`config.mk`:
```
export PLATFORM = sky130hd
export DESIGN_NAME = dds_sweep_ctrl
export DESIGN_NICKNAME = d
export VERILOG_FILES = /design/src/rtl/dds_sweep_ctrl.sv
export SDC_FILE = /design/constraint.sdc
export NUM_CORES = 1
export LEC_CHECK = 0
export ABC_AREA = 0
export CELL_PAD_IN_SITES_DETAIL_PLACEMENT = 1
export CELL_PAD_IN_SITES_GLOBAL_PLACEMENT = 1
export CORE_MARGIN = 1
export CORE_UTILIZATION = 40
export DETAILED_ROUTE_END_ITERATION = 10
export PLACE_DENSITY = 0.89
export SYNTH_ARGS = -nofsm -noshare
export SYNTH_HDL_FRONTEND = slang
export SYNTH_SLANG_ARGS = --single-unit
```
`constraint.sdc`:
```
create_clock -name wb_clk_i -period 6.76 [get_ports wb_clk_i]
set_clock_uncertainty 0.05 [all_clocks]
set_input_delay 1.352 -clock wb_clk_i [delete_from_list [all_inputs] [get_ports wb_clk_i]]
set_output_delay 1.352 -clock wb_clk_i [all_outputs]
set_load 0.02 [all_outputs]
```
`src/rtl/dds_sweep_ctrl.sv`:
```
// Wishbone master that programs a simple_dds and steps TUNING_WORD from tw_start to tw_stop.
// Optional ack watchdog: define DDS_SWEEP_ACK_TIMEOUT_EN.
module dds_sweep_ctrl #(
  parameter int DATA_WIDTH     = 32,
  parameter int ADDR_WIDTH     = 16,
  parameter int DWELL_WIDTH    = 24,
  parameter int TIMEOUT_CYCLES = 16
) (
  input  logic                   wb_clk_i,
  input  logic                   wb_rst_i,
  input  logic                   start_i,
  input  logic                   stop_i,
  input  logic [1:0]             src_i,
  input  logic [1:0]             gain_i,
  input  logic [15:0]            offset_i,
  input  logic [15:0]            tw_start_i,
  input  logic [15:0]            tw_stop_i,
  input  logic [15:0]            tw_step_i,
  input  logic [DWELL_WIDTH-1:0] dwell_i,
  output logic [ADDR_WIDTH-1:0]  wb_addr_o,
  output logic [DATA_WIDTH-1:0]  wb_dat_o,
  output logic                   wb_we_o,
  output logic                   wb_stb_o,
  input  logic [DATA_WIDTH-1:0]  wb_dat_i,
  input  logic                   wb_ack_i,
  output logic                   busy_o,
  output logic                   done_o,
  output logic                   err_o,
  output logic [15:0]            cur_tw_o
);

  localparam logic [ADDR_WIDTH-1:0] A_READY = ADDR_WIDTH'(0);
  localparam logic [ADDR_WIDTH-1:0] A_EN    = ADDR_WIDTH'(1);
  localparam logic [ADDR_WIDTH-1:0] A_SRC   = ADDR_WIDTH'(2);
  localparam logic [ADDR_WIDTH-1:0] A_TW    = ADDR_WIDTH'(3);
  localparam logic [ADDR_WIDTH-1:0] A_GAIN  = ADDR_WIDTH'(4);
  localparam logic [ADDR_WIDTH-1:0] A_OFFS  = ADDR_WIDTH'(5);

  typedef enum logic [3:0] {
    S_IDLE, S_POLL, S_SRC, S_GAIN, S_OFFS, S_TW, S_EN, S_DWELL, S_STEP, S_DIS, S_DONE
  } state_t;

  state_t                 r_state;
  logic                   r_stb;
  logic                   r_we;
  logic [ADDR_WIDTH-1:0]  r_addr;
  logic [DATA_WIDTH-1:0]  r_dat;
  logic                   r_busy;
  logic                   r_done;
  logic [15:0]            r_cur_tw;
  logic                   r_abort;
  logic                   r_en_done;
  logic [1:0]             r_src;
  logic [1:0]             r_gain;
  logic [15:0]            r_offs;
  logic [15:0]            r_stop;
  logic [15:0]            r_step;
  logic [15:0]            r_cur;
  logic [DWELL_WIDTH-1:0] r_dwell;
  logic [DWELL_WIDTH-1:0] r_cnt;

`ifdef DDS_SWEEP_ACK_TIMEOUT_EN
  localparam int TO_W = $clog2(TIMEOUT_CYCLES + 1);
  localparam logic [TO_W-1:0] TO_LAST = TO_W'(TIMEOUT_CYCLES - 1);
  logic            r_err;
  logic [TO_W-1:0] r_to;
`endif

  logic                   w_bus_state;
  logic [ADDR_WIDTH-1:0]  w_addr;
  logic [DATA_WIDTH-1:0]  w_dat;
  logic                   w_we;
  logic                   w_ack;
  logic                   w_abort;
  logic [16:0]            w_nxt;
  logic                   w_step_end;
  logic [DWELL_WIDTH-1:0] w_dwell_ld;
  logic                   w_unused;

  assign w_ack      = r_stb & wb_ack_i;
  assign w_abort    = r_abort | stop_i;
  assign w_nxt      = {1'b0, r_cur} + {1'b0, r_step};
  assign w_step_end = (r_step == 16'd0) | w_nxt[16] | (w_nxt[15:0] > r_stop);
  assign w_dwell_ld = (r_dwell == '0) ? '0 : r_dwell - 1'b1;
  assign w_unused   = ^{wb_dat_i[DATA_WIDTH-1:1], TIMEOUT_CYCLES[0]};

  // Address/data of the transaction each bus state issues
  always_comb begin
    w_bus_state = 1'b1;
    w_addr      = A_READY;
    w_dat       = '0;
    w_we        = 1'b1;
    case (r_state)
      S_POLL:  w_we = 1'b0;
      S_SRC:   begin w_addr = A_SRC;  w_dat = DATA_WIDTH'(r_src);  end
      S_GAIN:  begin w_addr = A_GAIN; w_dat = DATA_WIDTH'(r_gain); end
      S_OFFS:  begin w_addr = A_OFFS; w_dat = DATA_WIDTH'(r_offs); end
      S_TW:    begin w_addr = A_TW;   w_dat = DATA_WIDTH'(r_cur);  end
      S_EN:    begin w_addr = A_EN;   w_dat = DATA_WIDTH'(1);      end
      S_DIS:   w_addr = A_EN;
      default: begin w_bus_state = 1'b0; w_we = 1'b0; end
    endcase
  end

  always_ff @(posedge wb_clk_i) begin
    if (wb_rst_i) begin
      r_state   <= S_IDLE;
      r_stb     <= 1'b0;
      r_we      <= 1'b0;
      r_addr    <= '0;
      r_dat     <= '0;
      r_busy    <= 1'b0;
      r_done    <= 1'b0;
      r_cur_tw  <= '0;
      r_abort   <= 1'b0;
      r_en_done <= 1'b0;
`ifdef DDS_SWEEP_ACK_TIMEOUT_EN
      r_err     <= 1'b0;
      r_to      <= '0;
`endif
    end else begin
      r_done <= 1'b0;
      if (stop_i && r_state != S_IDLE && r_state != S_DIS && r_state != S_DONE)
        r_abort <= 1'b1;

      // A bus state with strobe low has nothing outstanding: issue, or divert on abort
      if (w_bus_state && !r_stb) begin
        if (w_abort && r_state != S_DIS) begin
          r_state <= S_DIS;
        end else begin
          r_stb  <= 1'b1;
          r_addr <= w_addr;
          r_dat  <= w_dat;
          r_we   <= w_we;
        end
      end

      case (r_state)
        S_IDLE: if (start_i) begin
          r_src     <= src_i;
          r_gain    <= gain_i;
          r_offs    <= offset_i;
          r_stop    <= tw_stop_i;
          r_step    <= tw_step_i;
          r_cur     <= tw_start_i;
          r_dwell   <= dwell_i;
          r_abort   <= 1'b0;
          r_en_done <= 1'b0;
          r_busy    <= 1'b1;
          r_stb     <= 1'b1;
          r_addr    <= A_READY;
          r_we      <= 1'b0;
          r_dat     <= '0;
          r_state   <= S_POLL;
`ifdef DDS_SWEEP_ACK_TIMEOUT_EN
          r_err     <= 1'b0;
`endif
        end
        S_POLL: if (w_ack) begin
          r_stb <= 1'b0;
          if (w_abort)         r_state <= S_DIS;
          else if (wb_dat_i[0]) r_state <= S_SRC;
        end
        S_SRC:  if (w_ack) begin r_stb <= 1'b0; r_state <= w_abort ? S_DIS : S_GAIN; end
        S_GAIN: if (w_ack) begin r_stb <= 1'b0; r_state <= w_abort ? S_DIS : S_OFFS; end
        S_OFFS: if (w_ack) begin r_stb <= 1'b0; r_state <= w_abort ? S_DIS : S_TW;   end
        S_TW: if (w_ack) begin
          r_stb    <= 1'b0;
          r_cur_tw <= r_cur;
          if (w_abort)         r_state <= S_DIS;
          else if (!r_en_done) r_state <= S_EN;
          else begin r_state <= S_DWELL; r_cnt <= w_dwell_ld; end
        end
        S_EN: if (w_ack) begin
          r_stb     <= 1'b0;
          r_en_done <= 1'b1;
          if (w_abort) r_state <= S_DIS;
          else begin r_state <= S_DWELL; r_cnt <= w_dwell_ld; end
        end
        S_DWELL: begin
          if (w_abort)          r_state <= S_DIS;
          else if (r_cnt == '0) r_state <= S_STEP;
          else                  r_cnt   <= r_cnt - 1'b1;
        end
        S_STEP: begin
          if (w_abort || w_step_end) r_state <= S_DIS;
          else begin r_cur <= w_nxt[15:0]; r_state <= S_TW; end
        end
        S_DIS: if (w_ack) begin r_stb <= 1'b0; r_state <= S_DONE; end
        S_DONE: begin
          r_done  <= 1'b1;
          r_busy  <= 1'b0;
          r_state <= S_IDLE;
        end
        default: r_state <= S_IDLE;
      endcase

`ifdef DDS_SWEEP_ACK_TIMEOUT_EN
      // Watchdog overrides the state decision above
      if (r_stb && !wb_ack_i) r_to <= r_to + 1'b1;
      else                    r_to <= '0;
      if (r_stb && !wb_ack_i && r_to == TO_LAST) begin
        r_stb   <= 1'b0;
        r_err   <= 1'b1;
        r_to    <= '0;
        r_state <= S_DONE;
      end
`endif
    end
  end

  assign wb_addr_o = r_addr;
  assign wb_dat_o  = r_dat;
  assign wb_we_o   = r_we;
  assign wb_stb_o  = r_stb;
  assign busy_o    = r_busy;
  assign done_o    = r_done;
  assign cur_tw_o  = r_cur_tw;
`ifdef DDS_SWEEP_ACK_TIMEOUT_EN
  assign err_o     = r_err;
`else
  assign err_o     = 1'b0;
`endif

endmodule

```
==> metrics.md <==
| Metric | Value |
|---|---|
| Antenna violations before repair | 0 |
| H-tree Lvls | 4 |
| CP Launch Type | register |
| Slowest stage delay, CP | 670 ps |
| Root Driver | clkbuf_16 |
| DRT Pass-1 Iters | 8 |
| Worst setup EP type | register |
| Setup WS pre-CTS | 1970 ps |
| CTS clk-pin slew, worst paths | 80 ps |
| Most frequent cells in the layout | clkdlybuf4s50_1 (165), edfxtp_1 (116), nor2_1 (82) |
| Diodes inserted | 0 |
| Vias in the first global route | 7555 |
| Vias per cell | 5.50 |
| Synth Instances | 838 |
| RSZ-0062 raised after global routing | false |
| Share of cells above drive strength 1 | 0.0726 |
| Worst-margin pin slew | 1180 ps |
| CTS max path bufs | 2 |
| # rows | 54 |
| Netlist cell types | 72 |
| CTS Sinks | 190 |
| Detailed Route Iter0 Violations | 363 |
| Fin crit share | 0.697 |
| Final hold vios | 0 |
| EDFF count, synth | 116 |
| CP required | 6790 ps |
| Total gr overflow | 0 |
| Global-route wire length before repair | 40.1 mm |
| Met2 usage | 0.407 |
| CTS tree | built |
| Crit path DAT | 4740 ps |
| Async set-reset flop share out of synthesis | 0 |
| Slew HR | 0.214 |
| Area Overhead vs Synth | 28.1% |
| Crit path top cell by count | ha_1 |
| Met3 GRT Util | 0.0455 |
| Overall global routing resource usage | 0.221 |
| Failing checks | DRC |
| Routed WL per cell | 19.4 um |
| Delay-heaviest family, CP | compound AO/OA/AOI/OAI gates |
| Maximum Capacitance Violations | 0 |
| Power Density | 245 mW/mm2 |
| Worst path cell trace | ha_1 > inv_1 > fa_1 > nand2b_1 > a21oi_1 > o21a_1 > a211oi_1 > o21bai_1 > xor2_1 > ha_1 > nand4_1 > nor3_1 > a21boi_1 > o31ai_1 > and4b_1 > a21o_1 |
| Worst reg-to-reg setup slack | 2050 ps |
| Post-CTS setup buffer count | 0 |
| Number of setup violations in the final report | 0 |
| Ys flop type | edfxtp_1 |
| I/O pin count | 198 |
| YS warnings | 0 |
| Skew-Pair Late Insertion Delay | 450 ps |
| Final Net Count | 1158 |
| Critical path class | reg -> reg |
| Fillers | 2356 |
| Die area | 0.0233 mm2 |
| Hold buffer count at CTS | 0 |
| Num CTS Buffers | 17 |
| Final Max Slew Viols | 0 |
| Netlist Area Pre-Place | 0.00908 mm2 |
| Peak VDD IR | 148 uV |
| Final min period | 4710 ps |
| Initial Utilization | 0.412 |
| Vias | 7072 |
| Post-CTS sizing | 0 |
| Min setup slack post-route | 2050 ps |
| Largest net degree at the start of global routing | 43 |
| Routing usage on met1 | 0.247 |
| Core box area | 0.0220 mm2 |
| Slowest stage cell, crit path | a21o_1 |
| Synth Area per Inst | 10.8 um2 |
| Register area share after synthesis | 0.547 |
| GR peak layer | met2 |
| Die X | 153 um |
| Hold WC Path Type | reg -> reg |
| Antenna violation net count after detailed routing | 0 |
| Routability congestion estimate | 0.915 |
| Setup TNS | 0 ps |
| Outcome | finished, violations left |
| # port buffers | 165 |
| F_max | 212 MHz |
| DP HPWL | 18.1 mm |
| Worst path bufs/invs | 1 |
| DRC violations left | 6 |
| Synth Register Bits | 190 |
| Worst Path Max Fanout | 16 |
| Syn nets | 1003 |
| Pleak | 3.97 nW |
| WL final | 25.0 mm |
| Commonest non-fill, non-tap cell in the layout | clkdlybuf4s50_1 |
| Chip height | 153 um |
cell type report:
class / count / area [um2] / area share
Sequential cell: 190 / 4960 / 0.427
Multi-Input combinational cell: 580 / 3850 / 0.331
Timing Repair Buffer: 173 / 1710 / 0.147
Clock buffer: 17 / 425 / 0.0366
Tap cell: 280 / 350 / 0.0301
Clock inverter: 15 / 209 / 0.0180
Inverter: 31 / 116 / 0.0100
worst register-to-register path, stage by stage, from the launching register on:
cell,delay (ps)
edfxtp_1,470
ha_1,240
inv_1,60
fa_1,390
nand2b_1,180
a21oi_1,200
o21a_1,240
a211oi_1,130
o21bai_1,180
xor2_1,250
ha_1,310
nand4_1,110
nor3_1,100
a21boi_1,140
o31ai_1,310
and4b_1,310
a21o_1,670
layer usage:
metal | up-vias | wire length (um)
li1 | 3353 | -
met1 | 3478 | 10000
met2 | 196 | 13200
met3 | 45 | 1060
met4 | 0 | 748
met5 | - | 0
path summary, 6_finish.rpt:
check / start / endpoint / cells past startpoint
hold / removal: wb_addr_o[10] / wb_addr_o[10] / 1
setup reg to reg: r_cur[0] / r_cur[5] / 16
setup / recovery: r_cur[0] / r_cur[5] / 16
hold reg to reg: wb_addr_o[10] / wb_addr_o[10] / 1
per-stage QoR:
| step | area [um2] | power (W) | hold WS, ps | instances | util |
|---|---|---|---|---|---|
| floorplan | 9080 | 0.00164 | 409 | 838 | - |
| global placement | 11000 | 0.00179 | 392 | 1254 | 0.499 |
| detailed placement | 11000 | 0.00181 | 393 | 1254 | 0.499 |
| CTS | 11600 | 0.00288 | 419 | 1286 | 0.528 |
| global route | 11600 | 0.00297 | 429 | 1286 | 0.528 |
| finish | 11600 | 0.00285 | 411 | 1286 | 0.528 |
state kept, by name (all words and copies together) (netlist names), 4 cells and up:
name,count
r_cur,16
wb_addr_o,16
r_step,16
r_stop,16
r_offs,16
r_cnt,24
cur_tw_o,16
r_state,4
r_dwell,24
wb_dat_o,32
Yosys cell counts (all sizes together), types with 2 or more instances:
cell type  count  area [um2]
a21boi         4        30.0
and4           2        17.5
o211ai         2        15.0
nand2         60         225
and3           3        18.8
nand2b        10        62.6
o21bai         3        22.5
xor2          17         149
nand4          9        56.3
a32oi          2        17.5
a31oi          4        25.0
nor2b          9        56.3
nor3          28         161
mux2i          3        30.0
o22ai         24         219
ha            35         438
nand3         10        50.1
nor2          84         318
xnor2         39         342
o2bb2ai        2        17.5
clkbuf        31         116
edfxtp       116        3480
o41ai          2        17.5
o21a           5        37.5
or4            7        63.8
buf            6        41.3
a21oi         65         325
a22oi         16         120
nor4          14        87.6
o31ai          5        51.3
nand3b         8        60.1
inv           30         113
a221oi         2        17.5
a211oi         5        37.5
a21o           8        60.1
and2          31         194
mux2          12         135
or3            8        60.1
o21ai         22         110
nor3b          3        22.5
dfxtp         74        1480
or2            2        12.5
power breakdown:
group / total, W / switching [W] / leakage (nW) / internal, W
clock network: 0.00106 / 0.000546 / 0.304 / 0.000516
registers: 0.00135 / 0.0000586 / 1.66 / 0.00129
logic: 0.000438 / 0.000245 / 2.00 / 0.000193
cells by family (layout without fill, tap and decap cells):
group                      after synthesis  after routing  synth area share
buffers and inverters                   68            236            0.0302
AOI/OAI and AO/OA                      178            178             0.131
adders and majority gates               36             36            0.0505
muxes                                   15             15            0.0182
xor gates and xnor gates                56             56            0.0540
and+or+nand+nor                        294            294             0.168
other                                    1              1          0.000413
DFF                                    190            190             0.547
No activity file was read; power rests on OpenSTA's default activity.
